<file path="src/rtl/sram_ctrl_pkg.sv">
// rtl/sram_ctrl_pkg.sv - shared state encodings and constants for the SRAM controller
package sram_ctrl_pkg;

  typedef enum logic [1:0] {
    ST_IDLE   = 2'd0,
    ST_RMW_RD = 2'd1,
    ST_D_ACC  = 2'd2,
    ST_DONE   = 2'd3
  } state_t;

  localparam int SRAM_AW_DEFAULT = 20;

  localparam logic STALL      = 1'b1;
  localparam logic NO_STALL   = 1'b0;
  localparam logic RST_ENABLE = 1'b1;

  localparam logic [3:0] BE_ALL  = 4'b0000;
  localparam logic [3:0] BE_NONE = 4'b1111;

  function automatic logic full_word(input logic [3:0] sel);
    return sel == 4'b1111;
  endfunction

endpackage

</file>
<file path="src/rtl/sram_wmerge.sv">
// rtl/sram_wmerge.sv - byte-lane merge of a new store word into an old SRAM word
module sram_wmerge (
  input  logic [31:0] old_i,
  input  logic [31:0] new_i,
  input  logic [3:0]  sel_i,
  output logic [31:0] merged_o
);

  always_comb begin
    merged_o = old_i;
    for (int i = 0; i < 4; i++) begin
      if (sel_i[i]) merged_o[8*i +: 8] = new_i[8*i +: 8];
    end
  end

endmodule

</file>
<file path="src/rtl/sram_ctrl.sv">
// rtl/sram_ctrl.sv - shared fetch/data SRAM controller; SRAM_BYTE_WRITE_EN selects byte-enable writes over RMW
module sram_ctrl
  import sram_ctrl_pkg::*;
#(
  parameter int SRAM_AW = SRAM_AW_DEFAULT
) (
  input  logic               clk,
  input  logic               rst,
  input  logic [31:0]        if_addr,
  output logic [31:0]        if_inst,
  input  logic               mem_ce,
  input  logic               mem_we,
  input  logic [31:0]        mem_addr,
  input  logic [3:0]         mem_sel,
  input  logic [31:0]        mem_wdata,
  output logic [31:0]        mem_rdata,
  output logic               stallreq_mem,
  output logic [SRAM_AW-1:0] sram_addr,
  input  logic [31:0]        sram_dq_i,
  output logic [31:0]        sram_dq_o,
  output logic               sram_dq_oe,
  output logic               sram_ce_n,
  output logic               sram_oe_n,
  output logic               sram_we_n,
  output logic [3:0]         sram_be_n
);

  state_t      state_q, state_d;
  logic [31:0] rdata_q;
  logic        need_rmw;
  logic [3:0]  store_be_n;
  logic        unused_addr_bits;

  assign unused_addr_bits = ^{if_addr[31:SRAM_AW+2], if_addr[1:0],
                              mem_addr[31:SRAM_AW+2], mem_addr[1:0]};

`ifdef SRAM_BYTE_WRITE_EN
  assign need_rmw   = 1'b0;
  assign store_be_n = ~mem_sel;
  assign sram_dq_o  = mem_wdata;
`else
  logic [31:0] old_q;

  // Partial stores fetch the old word first; full-word stores skip the read.
  assign need_rmw   = mem_we && !full_word(mem_sel);
  assign store_be_n = BE_ALL;

  sram_wmerge u_wmerge (
    .old_i    (old_q),
    .new_i    (mem_wdata),
    .sel_i    (mem_sel),
    .merged_o (sram_dq_o)
  );

  always_ff @(posedge clk) begin
    if (rst == RST_ENABLE) begin
      old_q <= 32'h0;
    end else if (state_q == ST_RMW_RD) begin
      old_q <= sram_dq_i;
    end
  end
`endif

  assign sram_ce_n = rst;
  assign mem_rdata = rdata_q;

  always_comb begin
    state_d      = state_q;
    sram_addr    = if_addr[SRAM_AW+1:2];
    sram_oe_n    = 1'b0;
    sram_we_n    = 1'b1;
    sram_dq_oe   = 1'b0;
    sram_be_n    = BE_ALL;
    if_inst      = 32'h0;
    stallreq_mem = NO_STALL;

    case (state_q)
      ST_IDLE: begin
        if (mem_ce) begin
          stallreq_mem = STALL;
          sram_addr    = mem_addr[SRAM_AW+1:2];
          if (mem_we && !need_rmw) begin
            sram_oe_n  = 1'b1;
            sram_dq_oe = 1'b1;
            sram_be_n  = store_be_n;
          end
          state_d = need_rmw ? ST_RMW_RD : ST_D_ACC;
        end else begin
          if_inst = sram_dq_i;
        end
      end
      ST_RMW_RD: begin
        stallreq_mem = STALL;
        sram_addr    = mem_addr[SRAM_AW+1:2];
        state_d      = ST_D_ACC;
      end
      ST_D_ACC: begin
        stallreq_mem = STALL;
        sram_addr    = mem_addr[SRAM_AW+1:2];
        if (mem_we) begin
          sram_oe_n  = 1'b1;
          sram_dq_oe = 1'b1;
          sram_we_n  = 1'b0;
          sram_be_n  = store_be_n;
        end
        state_d = ST_DONE;
      end
      ST_DONE: begin
        state_d = ST_IDLE;
      end
      default: begin
        state_d = ST_IDLE;
      end
    endcase

    // Reset overrides everything, including a store already in D_ACC.
    if (rst == RST_ENABLE) begin
      state_d      = ST_IDLE;
      sram_oe_n    = 1'b1;
      sram_we_n    = 1'b1;
      sram_dq_oe   = 1'b0;
      sram_be_n    = BE_NONE;
      if_inst      = 32'h0;
      stallreq_mem = NO_STALL;
    end
  end

  always_ff @(posedge clk) begin
    if (rst == RST_ENABLE) begin
      state_q <= ST_IDLE;
      rdata_q <= 32'h0;
    end else begin
      state_q <= state_d;
      if (state_q == ST_D_ACC && !mem_we) rdata_q <= sram_dq_i;
    end
  end

endmodule

</file>
<file path="config.mk">
export PLATFORM = sky130hd
export DESIGN_NAME = sram_ctrl
export DESIGN_NICKNAME = d
export VERILOG_FILES = /design/src/rtl/sram_ctrl_pkg.sv /design/src/rtl/sram_wmerge.sv /design/src/rtl/sram_ctrl.sv
export SDC_FILE = /design/constraint.sdc
export NUM_CORES = 1
export LEC_CHECK = 0
export CAP_MARGIN = 20
export CORE_MARGIN = 10
export CORE_UTILIZATION = 37
export DETAILED_ROUTE_END_ITERATION = 8
export GPL_ROUTABILITY_DRIVEN = 0
export HOLD_SLACK_MARGIN = 0.05
export PLACE_DENSITY_LB_ADDON = 0.2
export SETUP_SLACK_MARGIN = 0.5
export SLEW_MARGIN = 20
export SYNTH_ARGS = -nofsm -noshare
export SYNTH_HDL_FRONTEND = slang
export SYNTH_SLANG_ARGS = --single-unit
</file>
<file path="constraint.sdc">
create_clock -name clk -period 3.1 [get_ports clk]
set_clock_uncertainty 0.15 [all_clocks]
set_input_delay 0.31 -clock clk [delete_from_list [all_inputs] [get_ports clk]]
set_output_delay 0.31 -clock clk [all_outputs]
set_load 0.03 [all_outputs]
</file>
==> impl_metrics.csv, run 1 <==
group,metric,value,unit
route,ant_nets,0,
route,drc_errors,0,
critical_path,critPathLaunchType,"primary input",
synth,syn_nets,515,
critical_path,endpoint_kind,"output port",
job,maxCapViolations,0,
critical_path,reg2reg_depth,5,
synth,yosys_register_bits,66,
synth,synthTopCellsByArea,"dfxtp_1, mux2_2, mux2i_1",
floorplan,io_pins,261,
finish,layout_common_cells,"clkdlybuf4s50_1, dfxtp_1, nand2_1, buf_4",
route,dr.pass1.iters,4,
synth,synth_area,3400,um^2
critical_path,r2r-end,"old_q[1]",
critical_path,r2r_start,"state_q[1]",
synth,ys.warnings.count,0,
floorplan,core_area,8850,um^2
floorplan,dieArea,13400,um^2
min_path,hp-start,"rst",
synth,yosysTopAreaCell,"dfxtp_1",
timing,timing.fmax,401,MHz
global_routing,met3_usage,7.39,%
cts,cts_num_sinks,66,
global_routing,grt_pass1_vias,3606,
global_routing,grtUsageMet2,31.8,%
outcome,outcome,"finished clean",
route,drt-initial-drc-count,162,
timing,slew_violations,0,
critical_path,crit_slowest_cell,"clkdlybuf4s50_1",
route,vias,3443,
floorplan,initial_core_util,38.4,%
pwr,power_density,665,nW/um^2
global_routing,grt_max_degree,32,
critical_path,cp_num_buf_inv,3,
critical_path,critPathMaxFanout,8,
timing,period_share,80.4,%
synth,seq_area_frac_synth,38.9,%
cts,htree_levels,3,
cts,clock-root-buffer,"clkbuf_8",
placed_design,placed_area,5670,um^2
min_path,hold_end,"old_q[27]",
synth,avgSynthCellArea,9.08,um^2
route,post_drt_wl_per_cell,17.7,um
cts,clockBufferDepth,2,
global_routing,antenna_found_initial,0,
placed_design,io_buffers,236,
synth,syn_inst,374,
finish,final_common_cell,"clkdlybuf4s50_1",
critical_path,required,2.64,ns
timing,min_period,2.49,ns
pwr,power,3.94,mW
finish,fin_nets,743,
critical_path,worst-setup-path-type,"primary input to output port",
timing,whs,0.276,ns
global_routing,grt_overflow,0,
timing,tightest_slew,0.597,ns
global_routing,top_usage_layer,"met2",
finish,fillers,743,
placed_design,hpwl,10300,um
synth,synth.distinct_cells,31,
route,drt-total-wl,12600,um
finish,antennaDiodeCount,0,
timing,relSlewSlack,60.2,%
global_routing,met1_usage,19.3,%
finish,area_growth,74.4,%
cts,cts_buffers,9,
floorplan,rows,34,
critical_path,rrSetupSlack,1.19,ns
critical_path,cpMostUsedCell,"clkdlybuf4s50_1",
pwr,ir_worst_vdd,340,uV
synth,synth_top_area_share,38.9,%
global_routing,grt_pass1_wl,19200,um
floorplan,fp.dieW,116,um
finish,layout-drive-gt1-share,20.3,%
synth,async_reset_ff_share,0,%
min_path,hold_path.class,"primary input to flop",
pwr,p_leak,2.39,nW
timing,setup-tns-final,0,ns
route,avgViaCountPerCell,4.82,
synth,synth-edff-count,0,
cts,insertion_delay,0.32,ns
min_path,hold_depth,2,
timing,setup_violations,0,
timing,rsz0062_at_grt,"true",
critical_path,slowest_delay,0.61,ns
timing,hold_viol,0,
critical_path,path_delay_family,"buffers and inverters",
finish,stdcell_area,5930,um^2
critical_path,path_cells,"clkdlybuf4s50_1 > buf_4 > mux2_2 > clkdlybuf4s50_1",
synth,synth_ff_type,"dfxtp_1",
cts,clkTransAtPathRegs,0.08,ns
critical_path,arrival,2.03,ns
finish,final_core_util,67.0,%
floorplan,die_y,116,um
cts,tritoncts,"built",
global_routing,gr-usage-all-layers,17.9,%
==> flip-flops by register name (all words and copies together) (netlist names) <==
| signal | cells |
|---|---|
| mem_rdata | 32 |
| state_q | 2 |
| old_q | 32 |
==> power by group <==
part	leakage [nW]	internal (mW)	switching, mW
clock network	0.112	0.476	0.329
registers	0.537	0.969	0.0619
logic	1.74	0.920	1.19
total	2.39	2.36	1.58
==> Yosys cell counts, types with 2 or more instances <==
master	number
clkbuf_2	3
and2_1	33
nand2_1	65
a21oi_1	33
dfxtp_1	66
ha_1	5
mux2i_1	32
buf_4	14
inv_1	3
buf_6	8
nor2_1	34
mux2_2	32
a22o_1	20
clkbuf_1	6
nand2b_1	2
buf_2	3
==> worst max path at each step <==
stage	from	slack, ns	endpoint	depth (start not counted)
finish	mem_sel[0]	0.61	sram_dq_o[1]	4
global route	state_q[1]	0.49	sram_addr[11]	7
CTS	state_q[1]	0.38	sram_addr[18]	7
detailed placement	mem_ce	0.29	sram_addr[18]	5
global placement	mem_ce	0.36	sram_addr[3]	5
floorplan	state_q[0]	1.22	stallreq_mem	4
==> layout make-up <==
cell class                 instances  area [um^2]  share of cell area, %
timing repair buffer             252         2410                   40.7
multi-input combinational        270         1820                   30.7
sequential                        66         1320                   22.3
clock buffer                      10          138                   2.32
tap                              108          135                   2.28
clock inverter                     6         90.1                   1.52
inverter                           3         11.3                  0.190
==> layer usage <==
| layer | wire, um | up-vias |
|---|---|---|
| met2 | 6290 | 146 |
| met5 | 0 | - |
| met4 | 108 | 0 |
| met3 | 1340 | 8 |
| met1 | 4880 | 1581 |
| li1 | - | 1708 |
==> timing repair <==
action | CTS | global route
pin swaps | 0 | 1
endpoints found under the setup margin | 24 | 18
buffers inserted | 0 | 1
hold buffers | 0 | 0
gates resized for setup | 36 | 6
==> logic make-up (layout without fill, tap and decap cells) <==
group / count (synthesis) / count (layout) / share of synthesized area (%)
AND/OR/NAND/NOR: 142 / 142 / 19.7
AO/OA/AOI/OAI: 59 / 59 / 11.5
flip-flops: 66 / 66 / 38.9
multiplexers: 64 / 64 / 20.0
adder cells (fa/ha/maj): 5 / 5 / 1.84
buffers and inverters: 38 / 271 / 8.03
==> per-stage QoR <==
| step | instances | setup slack, ns |
|---|---|---|
| floorplan | 374 | 1.22 |
| global placement | 698 | 0.359 |
| detailed placement | 698 | 0.291 |
| CTS | 714 | 0.382 |
| global route | 715 | 0.487 |
| finish | 715 | 0.608 |
==> worst reg2reg max path: stages, from the launching register on <==
cell	delay, ns
dfxtp_1	0.33
inv_1	0.13
ha_2	0.60
buf_4	0.32
mux2i_1	0.22
nor2_1	0.05
(Power assumes the default switching activity.)
==> run 2: changes to the inputs <==
- CORE_UTILIZATION: 37 -> 31
- clock period: 3.1 -> 2.06 ns (I/O delays scaled with it)
==> run 2 against run 1 <==
Against the previous run:
- register-to-register slack worse by 0.77 ns
- clock-buffer cell count up 1
- critical path type is now flop to output port
- sequential power up 52%
- sequential cell count unchanged
- sequential share of layout area down 1.9 points
- highest routed layer unchanged
- die area up 16%
- first-iteration DRC count down 22%
==> impl_metrics.csv, run 2 (synthesis results as in run 1) <==
group,metric,value,unit
placed_design,dp.cells,738,
finish,fin_nets,765,
timing,rsz0062_at_grt,"true",
critical_path,critPathMaxFanout,20,
floorplan,die_y,125,um
global_routing,gr-usage-all-layers,16.1,%
placed_design,hpwl,9950,um
cts,clock-root-buffer,"clkbuf_8",
timing,tightest_slew,0.352,ns
timing,period_share,99.6,%
finish,layout_common_cells,"clkdlybuf4s50_1, buf_6, nand2_1, dfxtp_1, dlygate4sd2_1",
finish,final_common_cell,"clkdlybuf4s50_1",
timing,hold_viol,0,
pwr,ir_worst_vdd,620,uV
finish,antennaDiodeCount,0,
cts,cts_buffers,9,
cts,clkTransAtPathRegs,0.07,ns
timing,timing.fmax,487,MHz
finish,layout-drive-gt1-share,40.4,%
route,ant_nets,0,
global_routing,antenna_found_initial,0,
route,dr.pass1.iters,4,
route,vias,3502,
finish,stdcell_area,6530,um^2
finish,layout.cells.non_filler,769,
global_routing,grt_pass1_wl,20800,um
job,maxCapViolations,0,
critical_path,endpoint_kind,"output port",
cts,htree_levels,3,
finish,area_growth,92.1,%
cts,cts_num_sinks,66,
global_routing,grt_overflow,0,
pwr,p_leak,2.88,nW
route,drc_errors,0,
global_routing,met3_usage,6.85,%
timing,slew_violations,0,
global_routing,grtUsageMet2,28.2,%
timing,relSlewSlack,76.6,%
route,avgViaCountPerCell,4.55,
cts,insertion_delay,0.32,ns
placed_design,placed_area,5880,um^2
placed_design,io_buffers,236,
timing,setup_violations,0,
critical_path,arrival,1.70,ns
global_routing,grt_max_degree,45,
floorplan,rows,38,
outcome,outcome,"finished clean",
route,drt-initial-drc-count,127,
floorplan,initial_core_util,31.5,%
floorplan,io_pins,261,
critical_path,critPathLaunchType,"flop",
floorplan,core_area,10800,um^2
floorplan,fp.dieW,125,um
global_routing,grt_pass1_vias,3761,
pwr,power_density,1020,nW/um^2
cts,tritoncts,"built",
cts,clockBufferDepth,2,
critical_path,required,1.70,ns
global_routing,top_usage_layer,"met2",
route,drt-total-wl,13400,um
floorplan,dieArea,15500,um^2
route,post_drt_wl_per_cell,17.4,um
critical_path,worst-setup-path-type,"flop to output port",
min_path,hold_path.class,"primary input to flop",
global_routing,met1_usage,17.6,%
timing,min_period,2.05,ns
run 2: cell count changes in the layout (fill, tap and decap cells not counted), sizes merged:
cell / before / now
dlymetal6s2s: 1 / 0
clkbuf: 11 / 12
dlygate4sd2: 6 / 35
bufbuf: 0 / 1
clkdlybuf4s15: 9 / 0
dlygate4sd3: 0 / 1
buf: 56 / 130
clkdlybuf4s50: 179 / 106
bufinv: 2 / 1
clkinv: 3 / 2
inv: 3 / 4
run 2: repair_timing:
item,in CTS,in global routing
hold endpoints to repair,1,0
hold buffers,1,0
setup endpoints to repair,143,125
gates resized for setup,299,27
pin swaps,23,2
gates cloned,2,1
buffers inserted,10,1
run 2: layout make-up:
type / count / area, um^2
tap: 140 / 175
multi-input combinational: 270 / 2070
fill: 951 / 4270
sequential: 66 / 1330
clock buffer: 11 / 151
inverter: 3 / 16.3
timing repair buffer: 274 / 2730
clock inverter: 5 / 60.1
run 2: stage by stage:
stage | hold slack (ns) | setup TNS, ns | setup WS (ns) | util (%) | total power, mW
after global placement | 0.291 | -1.94 | -0.0834 | 54.5 | 4.93
final | 0.0947 | 0 | 0.00749 | 60.5 | 6.66
after floorplan | 0.189 | 0 | 0.465 | - | 3.74
after global routing | 0.110 | -1.66 | -0.0561 | 60.5 | 7.02
after detailed placement | 0.296 | -2.06 | -0.0942 | 54.5 | 4.98
after CTS | 0.0762 | 0 | 0.0141 | 59.9 | 6.58
run 2: worst paths after layout:
path / to / depth (start not counted) / start / slack (ns)
worst max-delay path: sram_addr[18] / 7 / state_q[1] / 0.007
worst min-delay path: state_q[1] / 2 / rst / 0.09
worst max register to register: state_q[1] / 7 / state_q[1] / 0.42
worst min register to register: mem_rdata[25] / 2 / mem_rdata[25] / 0.30
run 2: worst max-delay path, stage by stage (launching register included):
cell     delay, ns
dfxtp_4       0.38
inv_4         0.04
ha_4          0.24
a21oi_4       0.12
nor2_2        0.06
buf_12        0.15
a22o_2        0.23
buf_6         0.14
run 2: report_power, final:
part / internal (mW) / leakage [nW] / switching (mW)
sequential: 1.47 / 0.538 / 0.102
clock: 0.630 / 0.106 / 0.509
combinational: 1.92 / 2.23 / 2.04
total: 4.01 / 2.88 / 2.65
run 2: metal layers:
| layer | vias up | share of wire, % | wire [um] |
|---|---|---|---|
| met2 | 127 | 51 | 6860 |
| met4 | 0 | 0.69 | 93 |
| met1 | 1613 | 40 | 5380 |
| met3 | 6 | 8.0 | 1080 |
| li1 | 1756 | - | - |
| met5 | - | 0 | 0 |
==> run 3: changes to the inputs <==
- PLACE_DENSITY: unset -> 0.77
- PLACE_DENSITY_LB_ADDON: 0.2 -> unset
- SLEW_MARGIN: 20 -> unset
==> run 3 against run 2 <==
Against the previous run:
- design area down 3.4%
- power fell by 1.9%
- routed wire length increased by 6.2%
- cell count fell by 0.52%
- via count is 2.9% higher
- combinational power decreased by 2%
- first-iteration DRC count up 21%
- critical endpoint is now sram_addr[15]
- largest cell class unchanged
- largest power group unchanged
==> impl_metrics.csv, run 3 (synthesis results as in run 1) <==
group,metric,value,unit
outcome,outcome,"finished clean",
pwr,power_density,1040,nW/um^2
cts,clkTransAtPathRegs,0.07,ns
global_routing,grt_overflow,0,
timing,tightest_slew,0.403,ns
global_routing,grt_max_degree,41,
cts,clockBufferDepth,2,
placed_design,io_buffers,236,
critical_path,crit_slowest_cell,"dfxtp_4",
timing,min_period,2.05,ns
critical_path,critPathLaunchType,"flop",
critical_path,cp_num_buf_inv,3,
finish,antennaDiodeCount,0,
pwr,power,6.53,mW
route,wirelength_met1,5400,um
global_routing,gr-usage-all-layers,16.9,%
floorplan,initial_core_util,31.5,%
cts,clock-root-buffer,"clkbuf_8",
floorplan,dieArea,15500,um^2
timing,slew_violations,0,
cts,cts_num_sinks,66,
finish,area_growth,85.7,%
route,avgViaCountPerCell,4.71,
cts,cts_buffers,9,
route,post_drt_wl_per_cell,18.6,um
timing,rsz0062_at_grt,"true",
critical_path,arrival,1.69,ns
route,ant_nets,0,
critical_path,required,1.70,ns
global_routing,grt_pass1_vias,3921,
route,route.met3.wl,977,um
timing,hold_viol,0,
timing,whs,0.301,ns
floorplan,rows,38,
route,dr.pass1.iters,7,
floorplan,die_y,125,um
pwr,ir_worst_vdd,705,uV
route,drt-total-wl,14200,um
timing,period_share,99.4,%
route,vias,3604,
global_routing,antenna_found_initial,0,
critical_path,path_cells,"inv_4 > ha_4 > a21oi_4 > nor2_4 > buf_6 > a22o_4 > buf_6",
finish,final_common_cell,"clkdlybuf4s50_1",
route,maxUsedRoutingLayer,"met4",
critical_path,worst-setup-path-type,"flop to output port",
critical_path,critPathMaxFanout,5,
cts,tritoncts,"built",
timing,setup_violations,0,
floorplan,fp.dieW,125,um
critical_path,endpoint_kind,"output port",
pwr,p_leak,2.79,nW
min_path,hold_path.class,"flop to flop",
floorplan,io_pins,261,
route,met2_length,7630,um
timing,relSlewSlack,73.2,%
critical_path,path_delay_family,"flip-flops",
cts,htree_levels,3,
route,drc_errors,0,
placed_design,hpwl,10700,um
route,drt-initial-drc-count,154,
finish,layout-drive-gt1-share,39.0,%
critical_path,cpMostUsedCell,"buf_6",
timing,timing.fmax,488,MHz
job,maxCapViolations,0,
global_routing,grt_pass1_wl,21700,um
critical_path,slowest_delay,0.37,ns
finish,layout_common_cells,"clkdlybuf4s50_1, nand2_1, dfxtp_1, buf_6, buf_4",
cts,ctsHoldBuffers,0,
finish,fin_nets,762,
floorplan,core_area,10800,um^2
cts,insertion_delay,0.32,ns
run 3: cell count changes in the layout (fill, tap and decap cells not counted), moves of 3 or more:
cell             delta
buf_6              -20
ha_4                -3
buf_4              +21
a22o_4              +7
ha_2                +4
and2_2             +29
buf_12              -5
clkdlybuf4s50_1     +5
and2_4             -31
a22o_2              -7
run 3: timing repair:
action / CTS / global route
pin swaps: 3 / 1
cloned: 2 / 3
setup buffers: 6 / 3
resized for setup: 226 / 44
setup endpoints to repair: 121 / 122
run 3: report_power, final:
group | internal [mW] | leakage (nW) | switching (mW)
Sequential | 1.47 | 0.538 | 0.103
Combinational | 1.81 | 2.15 | 2.05
Clock | 0.592 | 0.0950 | 0.516
Total | 3.87 | 2.79 | 2.67
run 3: tightest hold or removal path: stages (launching register included):
cell     delay (ns)
dfxtp_1        0.31
nand2_1        0.05
a21oi_1        0.05
run 3: through the flow:
stage / area [um^2] / utilization, % / setup WS [ns] / TNS [ns] / std cells
6_report: 6310 / 58.4 / 0.0115 / 0 / 765
5_1_grt: 6310 / 58.4 / -0.0610 / -2.22 / 765
4_1_cts: 6160 / 57.0 / 0.00165 / 0 / 759
3_5_place_dp: 5840 / 54.1 / -0.116 / -2.33 / 736
3_3_place_gp: 5840 / 54.1 / -0.0961 / -2.07 / 736
2_1_floorplan: 3510 / - / 0.465 / 0 / 374
run 3: final cells by class:
class / instances / area [um^2]
Clock buffer: 10 / 138
Clock inverter: 5 / 62.6
Fill cell: 945 / 4490
Inverter: 3 / 16.3
Multi-Input combinational cell: 270 / 2050
Sequential cell: 66 / 1330
Tap cell: 140 / 175
Timing Repair Buffer: 271 / 2540
run 3: worst paths after layout:
check,from,endpoint,slack [ns],depth (start not counted)
setup / recovery,state_q[0],sram_addr[15],0.01,7
hold / removal,mem_rdata[11],mem_rdata[11],0.30,2
setup reg to reg,state_q[0],state_q[1],0.43,6
hold reg to reg,mem_rdata[11],mem_rdata[11],0.30,2
run 3: metal layers:
layer / track usage, % / vias up
li1: - / 1753
met1: 17.7 / 1683
met2: 31.1 / 145
met3: 6.17 / 23
met4: 4.11 / 0
met5: 0 / -
